===== config.mk =====
export PLATFORM = sky130hd
export DESIGN_NAME = uart_tx_cfg
export DESIGN_NICKNAME = d
export VERILOG_FILES = /design/src/rtl/uart_pkg.sv /design/src/rtl/uart_baud_gen.sv /design/src/rtl/uart_tx_cfg.sv
export SDC_FILE = /design/constraint.sdc
export NUM_CORES = 1
export LEC_CHECK = 0
export BUFFER_PORTS_ARGS = -buffer_cell sky130_fd_sc_hd__buf_2
export CAP_MARGIN = 20
export CORE_UTILIZATION = 42
export DETAILED_ROUTE_END_ITERATION = 10
export GPL_TIMING_DRIVEN = 0
export SLEW_MARGIN = 20
export SYNTH_ARGS = -nofsm -noshare
export SYNTH_HDL_FRONTEND = slang
export SYNTH_SLANG_ARGS = --single-unit

===== constraint.sdc =====
create_clock -name clk -period 2.9 [get_ports clk]
set_input_delay 0.58 -clock clk [delete_from_list [all_inputs] [get_ports clk]]
set_output_delay 0.58 -clock clk [all_outputs]
set_load 0.01 [all_outputs]

===== src/rtl/uart_pkg.sv =====
// rtl/uart_pkg.sv - shared constants, state encoding and sizing helper for the UART transmitter
package uart_pkg;

    localparam int PARITY_NONE = 0;
    localparam int PARITY_ODD  = 1;
    localparam int PARITY_EVEN = 2;

    typedef enum logic [2:0] {
        ST_IDLE   = 3'd0,
        ST_START  = 3'd1,
        ST_DATA   = 3'd2,
        ST_PARITY = 3'd3,
        ST_STOP   = 3'd4
    } tx_state_t;

    // Bits needed to count 0..limit-1; never narrower than one bit.
    function automatic int cnt_width(input int limit);
        if (limit <= 2) begin
            return 1;
        end
        return $clog2(limit);
    endfunction

endpackage


===== src/rtl/uart_baud_gen.sv =====
// rtl/uart_baud_gen.sv - divide-by-DIVISOR bit-period counter with synchronous clear
module uart_baud_gen
    import uart_pkg::*;
#(
    parameter int DIVISOR = 16
) (
    input  logic clk,
    input  logic rst,
    input  logic clear,
    output logic tick
);

    localparam int CW = cnt_width(DIVISOR);
    localparam logic [CW-1:0] LAST = CW'(DIVISOR - 1);

    logic [CW-1:0] cnt;

    // Count 0..DIVISOR-1 and wrap; held at zero while cleared so each frame starts at phase 0.
    always_ff @(posedge clk) begin
        if (rst || clear) begin
            cnt <= '0;
        end else if (cnt == LAST) begin
            cnt <= '0;
        end else begin
            cnt <= cnt + CW'(1);
        end
    end

    assign tick = (cnt == LAST);

endmodule


===== src/rtl/uart_tx_cfg.sv =====
// rtl/uart_tx_cfg.sv - configurable UART transmitter (data width, parity, stop bits)
module uart_tx_cfg
    import uart_pkg::*;
#(
    parameter int CLOCK_FREQ = 50_000_000,
    parameter int BAUD_RATE  = 9600,
    parameter int DATA_BITS  = 8,
    parameter int PARITY     = 0,
    parameter int STOP_BITS  = 1
) (
    input  logic                 clk,
    input  logic                 rst,
    input  logic [DATA_BITS-1:0] tx_data,
    input  logic                 tx_valid,
    output logic                 tx_ready,
    output logic                 tx_pin,
    output logic                 tx_busy,
    output logic                 tx_done
);

    localparam int DIVISOR = CLOCK_FREQ / BAUD_RATE;
    localparam int BW      = cnt_width(DATA_BITS);
    localparam logic [BW-1:0] LAST_BIT  = BW'(DATA_BITS - 1);
    localparam logic          LAST_STOP = (STOP_BITS == 2);
    localparam logic          HAS_PARITY = (PARITY != PARITY_NONE);
    localparam logic          ODD_PARITY = (PARITY == PARITY_ODD);

    tx_state_t            state_q, state_d;
    logic [DATA_BITS-1:0] shift_q, shift_d;
    logic [BW-1:0]        bit_cnt_q, bit_cnt_d;
    logic                 stop_cnt_q, stop_cnt_d;
    logic                 parity_q, parity_d;
    logic                 pin_q, pin_d;
    logic                 tick;

    // Bit-period timer runs only while a frame is in flight.
    uart_baud_gen #(
        .DIVISOR (DIVISOR)
    ) u_baud (
        .clk   (clk),
        .rst   (rst),
        .clear (state_q == ST_IDLE),
        .tick  (tick)
    );

    // State, datapath and registered line level.
    always_ff @(posedge clk) begin
        if (rst) begin
            state_q    <= ST_IDLE;
            shift_q    <= '0;
            bit_cnt_q  <= '0;
            stop_cnt_q <= 1'b0;
            parity_q   <= 1'b0;
            pin_q      <= 1'b1;
        end else begin
            state_q    <= state_d;
            shift_q    <= shift_d;
            bit_cnt_q  <= bit_cnt_d;
            stop_cnt_q <= stop_cnt_d;
            parity_q   <= parity_d;
            pin_q      <= pin_d;
        end
    end

    // Next-state and datapath updates; the line level is derived from the next state so it
    // changes on the same edge as the state and leaves the block straight from a flop.
    always_comb begin
        state_d    = state_q;
        shift_d    = shift_q;
        bit_cnt_d  = bit_cnt_q;
        stop_cnt_d = stop_cnt_q;
        parity_d   = parity_q;
        tx_done    = 1'b0;
        pin_d      = 1'b1;

        case (state_q)
            ST_IDLE: begin
                if (tx_valid) begin
                    shift_d    = tx_data;
                    parity_d   = ODD_PARITY ? ~^tx_data : ^tx_data;
                    bit_cnt_d  = '0;
                    stop_cnt_d = 1'b0;
                    state_d    = ST_START;
                end
            end
            ST_START: begin
                if (tick) begin
                    bit_cnt_d = '0;
                    state_d   = ST_DATA;
                end
            end
            ST_DATA: begin
                if (tick) begin
                    shift_d = shift_q >> 1;
                    if (bit_cnt_q == LAST_BIT) begin
                        bit_cnt_d  = '0;
                        stop_cnt_d = 1'b0;
                        state_d    = HAS_PARITY ? ST_PARITY : ST_STOP;
                    end else begin
                        bit_cnt_d = bit_cnt_q + BW'(1);
                    end
                end
            end
            ST_PARITY: begin
                if (tick) begin
                    stop_cnt_d = 1'b0;
                    state_d    = ST_STOP;
                end
            end
            ST_STOP: begin
                if (tick) begin
                    if (stop_cnt_q == LAST_STOP) begin
                        tx_done = 1'b1;
                        state_d = ST_IDLE;
                    end else begin
                        stop_cnt_d = 1'b1;
                    end
                end
            end
            default: begin
                state_d = ST_IDLE;
            end
        endcase

        case (state_d)
            ST_START:  pin_d = 1'b0;
            ST_DATA:   pin_d = shift_d[0];
            ST_PARITY: pin_d = parity_d;
            default:   pin_d = 1'b1;
        endcase
    end

    assign tx_ready = (state_q == ST_IDLE);
    assign tx_busy  = (state_q != ST_IDLE);
    assign tx_pin   = pin_q;

endmodule

==> impl_metrics.toml, run 1 <==
[grt]
grt_first_pass_wirelength_um = 4698
grt_util_all_layers_pct = 17.52
grt_max_degree = 11
grt-ovfl-total = 0
antenna_found_initial = 0
grt_pass1_vias = 1114

[floorplan]
die_height_um = 61.04
dieArea_mm2 = 0.003726
fp-row-count = 21
die_x_um = 61.04
num_io_pins = 15
core_mm2 = 0.003337
start_util_pct = 43.87

[worst_hold_path]
min_path_cells = 2
hp-start = "shift_q[2]"
hold_class = "reg2reg"
hold_end = "shift_q[2]"

[synth]
syn_nets = 178
synthCells = 164
synth.area.top_cells = "dfxtp_1 (40%), xnor2_1 (8.4%), nor2_1 (5.6%)"
yosys_warnings = 0
syn_area_mm2 = 0.001464
ys_seq_elements = 29
synth.largest_area_cell = "dfxtp_1"
synth_top_cell_area_share_pct = 39.66
yosysSeqAreaShare_pct = 39.66
synth.avg_cell_area_um2 = 8.926
ys_types = 42

[flow_run]
drv_cap = 0

[timing]
finalSetupViolations = 0
rsz0062_at_grt = "no"
worst_hold_slack_ps = 456.7
tightest_slew_ps = 554.3
setup_tns_ps = 0
post-route-min-period_ps = 2451
clock_skew_ps = 11.87
finalHoldViolations = 0
fin_crit_sh_pct = 84.52
slew_viol_final = 0
fmaxAchievable_mhz = 408.0
max-slew-margin-rel_pct = 62.76

[setup_path]
cp-start-kind = "flip-flop"
slowest_delay_ps = 370
crit_path_start = "u_baud.cnt[0]"
critPathMaxFanout = 5
rr_startpoint = "u_baud.cnt[0]"
r2r_end = "tx_pin"
worstSetupPathType = "reg2out"
crit_arrival_ps = 1870
ff2ff_path_depth = 6
cp_slowest_cell = "dfxtp_1"
crit_chain = "ha_1 -> nor4bb_1 -> and3_2 -> and3_1 -> buf_2"
cp-end-kind = "output pin"
critical-path-top-delay-family = "simple AND/OR/NAND/NOR gates"
critPathBufInv = 1
reg2reg_slack_ps = 1020
crit_required_ps = 2320

[clock_tree]
cts_buffers = 5
postCtsHoldBufs = 0
cts_setup_buffers = 0
clk_latency_ps = 330
cts_max_level = 2
clk_path_buf_depth = 2
post_cts_resized = 0
cts_root_buf = "clkbuf_4"
clock_sinks = 29
cts.clk_slew.worst_paths_ps = 90
cts_tree = "done"

[power_and_ir_drop]
ir_drop_mv = 0.2718
power_density_mw_per_mm2 = 509.8
leakagePower_uw = 0.0006334

[drt]
num_vias = 1224
drtAntennaViolNets = 0
drt_iter0_markers = 33
avgViaCountPerCell = 5.299
drt_first_pass_iters = 4
wl_per_cell_um = 12.42
drc = 0
routed_wirelength_um = 2868

[cells_and_area]
area_delta_synth_final_pct = 14.19
antenna_cells = 0
drive_gt1_share_pct = 19.46
final_area_mm2 = 0.001672
finalCoreUtilization_pct = 50.09
fin_nets = 198

[placement]
routabilityCongestion = 0.8555
place_area_mm2 = 0.001587
io_buffers = 13
dp_hpwl_um = 2199

[status]
outcome = "complete, no violations"
[routing by layer]
layer  global-route usage, %  routed length (um)
met4                   9.740                  80
met1                   18.90                1226
met5                       0                   0
met2                   30.12                1458
met3                   5.882                 103
[final cells by class]
type	instances	area (um2)
clock buffer	7	55.05
timing repair buffer	13	65.06
clock inverter	1	30.03
inverter	6	22.52
fill	354	1665
buffer	9	48.80
multi-input combinational	120	812.0
sequential	29	580.6
tap	46	57.56
[metrics by stage]
stage	setup slack (ps)	cells	power, uW
floorplan	1015	164	491.9
global placement	810.5	223	516.2
detailed placement	815.8	223	519.5
CTS	434.6	231	867.1
global route	329.7	231	888.0
finish	448.8	231	852.2
[sequential cells by signal (all words and copies together), names as in the netlist]
| signal | flops |
|---|---|
| shift_q | 8 |
| state_q | 3 |
| u_baud.cnt | 13 |
| parity_q | 1 |
| tx_pin | 1 |
| bit_cnt_q | 3 |
[synth_stat cells (all sizes together)]
master,count
a211oi,1
a21oi,8
a221o,1
a22oi,7
a311o,1
a31oi,5
a41oi,2
and2,1
and3,6
and4b,2
and4bb,1
buf,6
clkbuf,3
dfxtp,29
ha,3
inv,6
mux2i,1
nand2,11
nand3,7
nand3b,2
nand4,2
nand4b,1
nor2,23
nor2b,2
nor3,4
nor3b,1
nor4,1
nor4b,2
nor4bb,1
o21a,1
o31ai,1
or2,1
or3,2
xnor2,14
xor2,5
[logic make-up after synthesis]
logic type,after synthesis,synth area share [%]
AND/OR/NAND/NOR,70,26.92
flip-flops,29,39.66
AO/OA/AOI/OAI,27,13.93
XOR/XNOR,19,11.37
buffers and inverters,15,4.871
adder cells (fa/ha/maj),3,2.564
multiplexers,1,0.6838
[worst register-to-register path: cells and delay by family (launching register included)]
kind	cells	cell delay, ps
fa+ha+maj	1	260
flops	1	370
compound gates	2	360
simple gates	3	780
[cells in the final DEF (no fill, tap or decap), types with 3 or more instances in the layout]
master and instances:
nand2_1 11, a21oi_1 8, nor3_1 4, buf_2 18, clkbuf_4 5, xor2_1 5
a31oi_1 4, xnor2_1 14, nand3_1 7, clkbuf_1 3, dfxtp_1 29, a22oi_1 6
nor2_1 22, and3_1 4, inv_1 6, ha_1 3
[power by group]
| part | switching [uW] | leakage (uW) | total [uW] | internal [uW] |
|---|---|---|---|---|
| logic | 48.1 | 0.000352 | 91.0 | 42.9 |
| registers | 6.79 | 0.000236 | 417 | 411 |
| clock network | 138 | 0.0000455 | 344 | 206 |
| total | 193 | 0.000633 | 852 | 659 |
[worst max path at each step]
stage | endpoint | slack [ps] | cells after the start
finish | tx_done | 450 | 5
global route | tx_done | 330 | 5
CTS | tx_done | 430 | 5
detailed placement | tx_done | 820 | 5
global placement | tx_done | 810 | 5
floorplan | tx_done | 1010 | 4
Note: power is estimated with default switching activity, not from simulation.
==> inputs of run 2 (changes only) <==
==> constraint.sdc (replaced) <==
create_clock -name clk -period 2.4 [get_ports clk]
set_input_delay 0.48 -clock clk [delete_from_list [all_inputs] [get_ports clk]]
set_output_delay 0.48 -clock clk [all_outputs]
set_load 0.01 [all_outputs]
==> run 2 against run 1 <==
  * Power up 21%
  * Critical path depth unchanged
  * Cell count unchanged
  * Via count about the same
  * Setup slack worse by 320 ps
  * Die area unchanged
  * Sequential share of layout area down 0.18 points
  * First-iteration DRC count down 18%
  * Non-clock buffer count unchanged
  * Count of clock-buffer cells in the layout unchanged
  * Largest power group unchanged
  * Highest routed layer unchanged
==> impl_metrics.toml, run 2 (synthesis results as in run 1) <==
[floorplan]
start_util_pct = 43.87
fp-row-count = 21
die_x_um = 61.04
num_io_pins = 15
die_height_um = 61.04
dieArea_mm2 = 0.003726
core_mm2 = 0.003337

[cells_and_area]
final_area_mm2 = 0.001680
most-common-layout-cells = "dfxtp_1 (29), nor2_1 (22), buf_2 (18)"
layout_commonest_cell = "dfxtp_1"
multi_input_area_um2 = 820.8
antenna_cells = 0
fin_nets = 198
area_delta_synth_final_pct = 14.79
drive_gt1_share_pct = 20.54
fillers = 355
largest_register_ffs = 13
largest-register = "u_baud.cnt"
reg_top3 = "u_baud.cnt: 13 flops, shift_q: 8 flops"
finalNonFillerCells = 231
regArea_um2 = 580.6

[clock_tree]
cts.clk_slew.worst_paths_ps = 90
cts_root_buf = "clkbuf_4"
clock_sinks = 29
cts_buffers = 5
clk_path_buf_depth = 2
clk_latency_ps = 330
cts_max_level = 2
cts_tree = "done"

[drt]
avgViaCountPerCell = 5.294
num_vias = 1223
drtAntennaViolNets = 0
drc = 0
wl_per_cell_um = 12.42
routed_wirelength_um = 2868
drt_first_pass_iters = 4
drt_iter0_markers = 27

[timing]
finalSetupViolations = 0
tightest_slew_ps = 552.4
rsz0062_at_grt = "no"
fin_crit_sh_pct = 94.50
max-slew-margin-rel_pct = 62.89
post-route-min-period_ps = 2268
clock_skew_ps = 12.11
worst_hold_slack_ps = 418.3
slew_viol_final = 0
finalHoldViolations = 0
fmaxAchievable_mhz = 440.9
setup_tns_ps = 0

[grt]
antenna_found_initial = 0
grt_max_degree = 11
grt_pass1_vias = 1114
grt_first_pass_wirelength_um = 4698
grt_util_all_layers_pct = 17.52
grt-ovfl-total = 0

[setup_path]
crit_arrival_ps = 1790
ff2ff_path_depth = 7
cp-end-kind = "output pin"
r2r_end = "tx_pin"
crit_path_start = "u_baud.cnt[0]"
cp-start-kind = "flip-flop"
reg2reg_slack_ps = 570
crit_required_ps = 1920
crit_end = "tx_done"
rr_startpoint = "bit_cnt_q[0]"
worstSetupPathType = "reg2out"
critPathMaxFanout = 5

[power_and_ir_drop]
leakagePower_uw = 0.0006307
ir_drop_mv = 0.3288
power_density_mw_per_mm2 = 613.1

[placement]
place_area_mm2 = 0.001587
placed_cells = 223
routabilityCongestion = 0.8555
io_buffers = 13
dp_hpwl_um = 2199

[worst_hold_path]
hold_class = "in2reg"

[flow_run]
drv_cap = 0

[status]
outcome = "complete, no violations"
run 2: cell counts in the layout (fill, tap and decap cells not counted):
No cell type changed its count.
run 2: metrics by stage:
stage	setup WS (ps)	power, uW	util, %
2_1_floorplan	614.9	594.4	-
3_3_place_gp	410.5	623.7	47.54
3_5_place_dp	415.8	627.7	47.54
4_1_cts	34.59	1048	50.09
5_1_grt	11.22	1073	50.36
6_report	132.1	1030	50.36
run 2: area by class of cell:
type,count,share of cell area (%)
multi-input combinational,120,48.85
sequential,29,34.55
inverter,6,1.340
clock inverter,1,1.787
buffer,9,2.904
clock buffer,7,3.276
tap,46,3.425
timing repair buffer,13,3.872
run 2: power by group:
part	internal (uW)	total, uW	switching (uW)
Clock	249	416	167
Sequential	496	504	8.21
Combinational	51.9	110	58.2
run 2: critical path, cell delays in order (launching register included):
cell	delay [ps]
dfxtp_1	380
ha_2	240
nor4bb_2	320
and3_2	260
and3_1	150
buf_2	120
run 2: worst min path at each step:
stage / start / to / slack [ps] / cells after the start
2_1_floorplan: u_baud.cnt[0] / u_baud.cnt[0] / 430 / 1
6_report: tx_data[7] / shift_q[7] / 420 / 3
3_3_place_gp: u_baud.cnt[0] / u_baud.cnt[0] / 440 / 1
3_5_place_dp: u_baud.cnt[0] / u_baud.cnt[0] / 450 / 1
4_1_cts: tx_data[7] / shift_q[7] / 410 / 3
5_1_grt: tx_data[7] / shift_q[7] / 420 / 3
run 2: what timing repair did:
action                                  4_1_cts  5_1_grt
endpoints found under the setup margin        0        1
hold buffers                                  0        0
gates resized for setup                       0        2
setup buffers                                 0        0
hold endpoints to repair                      0        0
run 2: routing by layer:
layer / up-vias / part of all wire [%] / global-route usage, %
met5: - / 0 / 0
met4: 0 / 2.8 / 9.740
met3: 7 / 3.3 / 5.882
met2: 20 / 51 / 30.12
met1: 580 / 43 / 18.90
li1: 616 / - / -
==> inputs of run 3 (changes only) <==
--- a/config.mk
+++ b/config.mk
@@ -10,7 +10,8 @@
 export CORE_UTILIZATION = 42
 export DETAILED_ROUTE_END_ITERATION = 10
 export GPL_TIMING_DRIVEN = 0
-export SLEW_MARGIN = 20
+export RECOVER_POWER = 25
 export SYNTH_ARGS = -nofsm -noshare
 export SYNTH_HDL_FRONTEND = slang
+export SYNTH_HIERARCHICAL = 1
 export SYNTH_SLANG_ARGS = --single-unit
==> run 3 against run 2 <==
  * First-iteration DRC count grew to 6.2 times the previous value
  * Sequential power is essentially flat
  * Cell area increased by 9.5%
  * Clock power shrank 6.0%
  * Clock skew decreased by 10 ps
  * Wire length rose by 14%
  * Area after synthesis grew 9.6%
  * Sequential share of layout area down 2.9 points
  * Non-clock buffer count increased by 3
  * Cell count up 6.1%
  * Flip-flop and latch count is the same
  * Critical endpoint unchanged
  * Highest routed layer is now met3
==> impl_metrics.toml, run 3 <==
[drt]
drtAntennaViolNets = 0
num_vias = 1388
drt_iter0_markers = 168
routed_wirelength_um = 3271
wl_per_cell_um = 13.35
avgViaCountPerCell = 5.665
drc = 0
drt_first_pass_iters = 4

[synth]
syn_nets = 188
yosysMostFrequentCell = "dfxtp_1"
yosys_warnings = 6
ys_top_cells_by_count = "dfxtp_1 (29), nand2_1 (14), a21oi_1 (12), nor2_1 (10), xnor2_1 (9)"
synthXorXnorAreaFrac_pct = 5.460
synth.area.top_cells = "dfxtp_1 (36%), xnor2_1 (4.9%), a211oi_2 (4.7%)"
synth-simple-area-share_pct = 28.55
synth_top_flop_cell = "dfxtp_1"
synthCells = 174
syn_area_mm2 = 0.001604
synth.avg_cell_area_um2 = 9.219
synthArstFlopShare_pct = 0
synth_top_cell_area_share_pct = 36.19
synth-adder-area-share_pct = 2.340
synth.largest_area_cell = "dfxtp_1"
ys_types = 48
ys_seq_elements = 29
synth-compound-area-share_pct = 19.27
synth_edf_count = 0
yosysSeqAreaShare_pct = 36.19
synthMuxAreaShare_pct = 1.560
synth_top_family_by_area = "simple AND/OR/NAND/NOR gates"

[timing]
tightest_slew_ps = 698.4
fin_crit_sh_pct = 92.27
rsz0062_at_grt = "no"
slew_viol_final = 0
finalSetupViolations = 0
finalHoldViolations = 0
post-route-min-period_ps = 2215
clock_skew_ps = 1.912
max-slew-margin-rel_pct = 53.44
setup_ws_ps = 185.4
fmaxAchievable_mhz = 451.6

[cells_and_area]
area_delta_synth_final_pct = 14.74
finalNonFillerCells = 245
antenna_cells = 0
largest-register = "u_baud/cnt"
drive_gt1_share_pct = 26.40
most-common-layout-cells = "dfxtp_1 (28), nand2_1 (14), buf_2 (13)"
fin_nets = 210
largest_register_ffs = 13
layout_commonest_cell = "dfxtp_1"
reg_top3 = "u_baud/cnt: 13 flops, shift_q: 8 flops"

[grt]
antenna_found_initial = 0
grt_pass1_vias = 1262
grt-ovfl-total = 0
grt_util_all_layers_pct = 17.47
grt_first_pass_wirelength_um = 5602
grt_max_degree = 11

[setup_path]
cp_slowest_cell = "dfxtp_1"
ff2ff_path_depth = 8
critPathMaxFanout = 4
slowest_delay_ps = 400
worstSetupPathType = "reg2out"
crit_required_ps = 1920
cp-start-kind = "flip-flop"
crit_chain = "ha_2 -> nand2_1 -> nor4_4 -> nand2b_1 -> nor2_1 -> buf_2"
reg2reg_slack_ps = 210
cp-end-kind = "output pin"
rr_startpoint = "u_baud/cnt[0]"
critPathBufInv = 1
crit_arrival_ps = 1730
r2r_end = "bit_cnt_q[1]"
critical-path-top-delay-family = "simple AND/OR/NAND/NOR gates"

[floorplan]
num_io_pins = 15
die_height_um = 63.80
fp-row-count = 22
core_mm2 = 0.003661
die_x_um = 63.80
dieArea_mm2 = 0.004070
start_util_pct = 43.81

[placement]
io_buffers = 14
routabilityCongestion = 0.8453
placed_cells = 236
dp_hpwl_um = 2365
place_ws_ps = -212.8

[worst_hold_path]
hp-start = "shift_q[2]"
min_path_cells = 2
hold_class = "reg2reg"
hold_end = "shift_q[2]"

[power_and_ir_drop]
ir_drop_mv = 0.2771
power_density_mw_per_mm2 = 545.1
leakagePower_uw = 0.0005926

[flow_run]
drv_cap = 0

[clock_tree]
clk_latency_ps = 270
cts_tree = "done"
cts_max_level = 2
clock_sinks = 29
cts_root_buf = "clkbuf_8"
cts_buffers = 5
clk_path_buf_depth = 2
postCtsHoldBufs = 0
cts.clk_slew.worst_paths_ps = 70

[status]
outcome = "complete, no violations"
[run 3: worst max-delay path by stage]
stage,cells past startpoint,slack [ps],start,to
final,6,190,u_baud/cnt[0],tx_done
after global routing,7,20,u_baud/cnt[3],tx_done
after CTS,6,110,u_baud/cnt[0],tx_done
after detailed placement,8,-210,u_baud/cnt[4],shift_q[7]
after global placement,9,-170,u_baud/cnt[3],tx_pin
after floorplan,9,170,u_baud/cnt[3],tx_pin
[run 3: worst min-delay path, delay by kind of cell, from the launching register on]
family / cells / cell delay, ps
flip-flops: 1 / 310
AO/OA/AOI/OAI: 1 / 50
AND/OR/NAND/NOR: 1 / 50
[run 3: report_power, final]
group | internal, uW | switching [uW]
registers | 497 | 7.86
logic | 51.8 | 55.8
clock network | 200 | 191
[run 3: through the flow]
stage	utilization (%)	total power (uW)	cell area [um2]	hold slack (ps)	setup TNS (ps)
finish	50.27	1003	1841	455.8	0
global route	50.27	1053	1841	487.9	0
CTS	50.55	1016	1851	460.1	0
detailed placement	47.54	624.5	1740	450.4	-1586
global placement	47.54	620.6	1740	442.2	-895.1
floorplan	-	593.5	1610	433.5	0
[run 3: timing repair]
| action | in CTS | in global routing |
|---|---|---|
| setup endpoints to repair | 13 | 8 |
| setup buffers | 2 | 0 |
| gates resized for setup | 1 | 4 |
| pin swaps | 1 | 0 |
[run 3: metal layers]
metal | wire length (um) | up-vias | part of all wire, % | GRT usage, %
met4 | 0 | 0 | 0 | 5.114
met3 | 127 | 0 | 3.9 | 5.000
met1 | 1609 | 669 | 49 | 22.92
met5 | 0 | - | 0 | 0
met2 | 1535 | 32 | 47 | 27.66
li1 | - | 687 | - | -
[run 3: cell type report]
cell class,instances,area [um2]
plain buffers,9,78.83
clock buffers,5,68.82
clock inverters,3,17.52
fillers,345,1821
inverters,4,15.01
multi-input cells,131,938.4
flip-flops and latches,29,581.8
well taps,48,60.06
repair buffers,16,80.08
[run 3: kinds of logic (layout without fill, tap and decap cells)]
logic type	Yosys count	in the layout
flip-flops	29	29
XOR/XNOR	10	10
buffers and inverters	14	37
AO/OA/AOI/OAI	44	44
AND/OR/NAND/NOR	72	72
multiplexers	2	2
adder cells (fa/ha/maj)	3	3
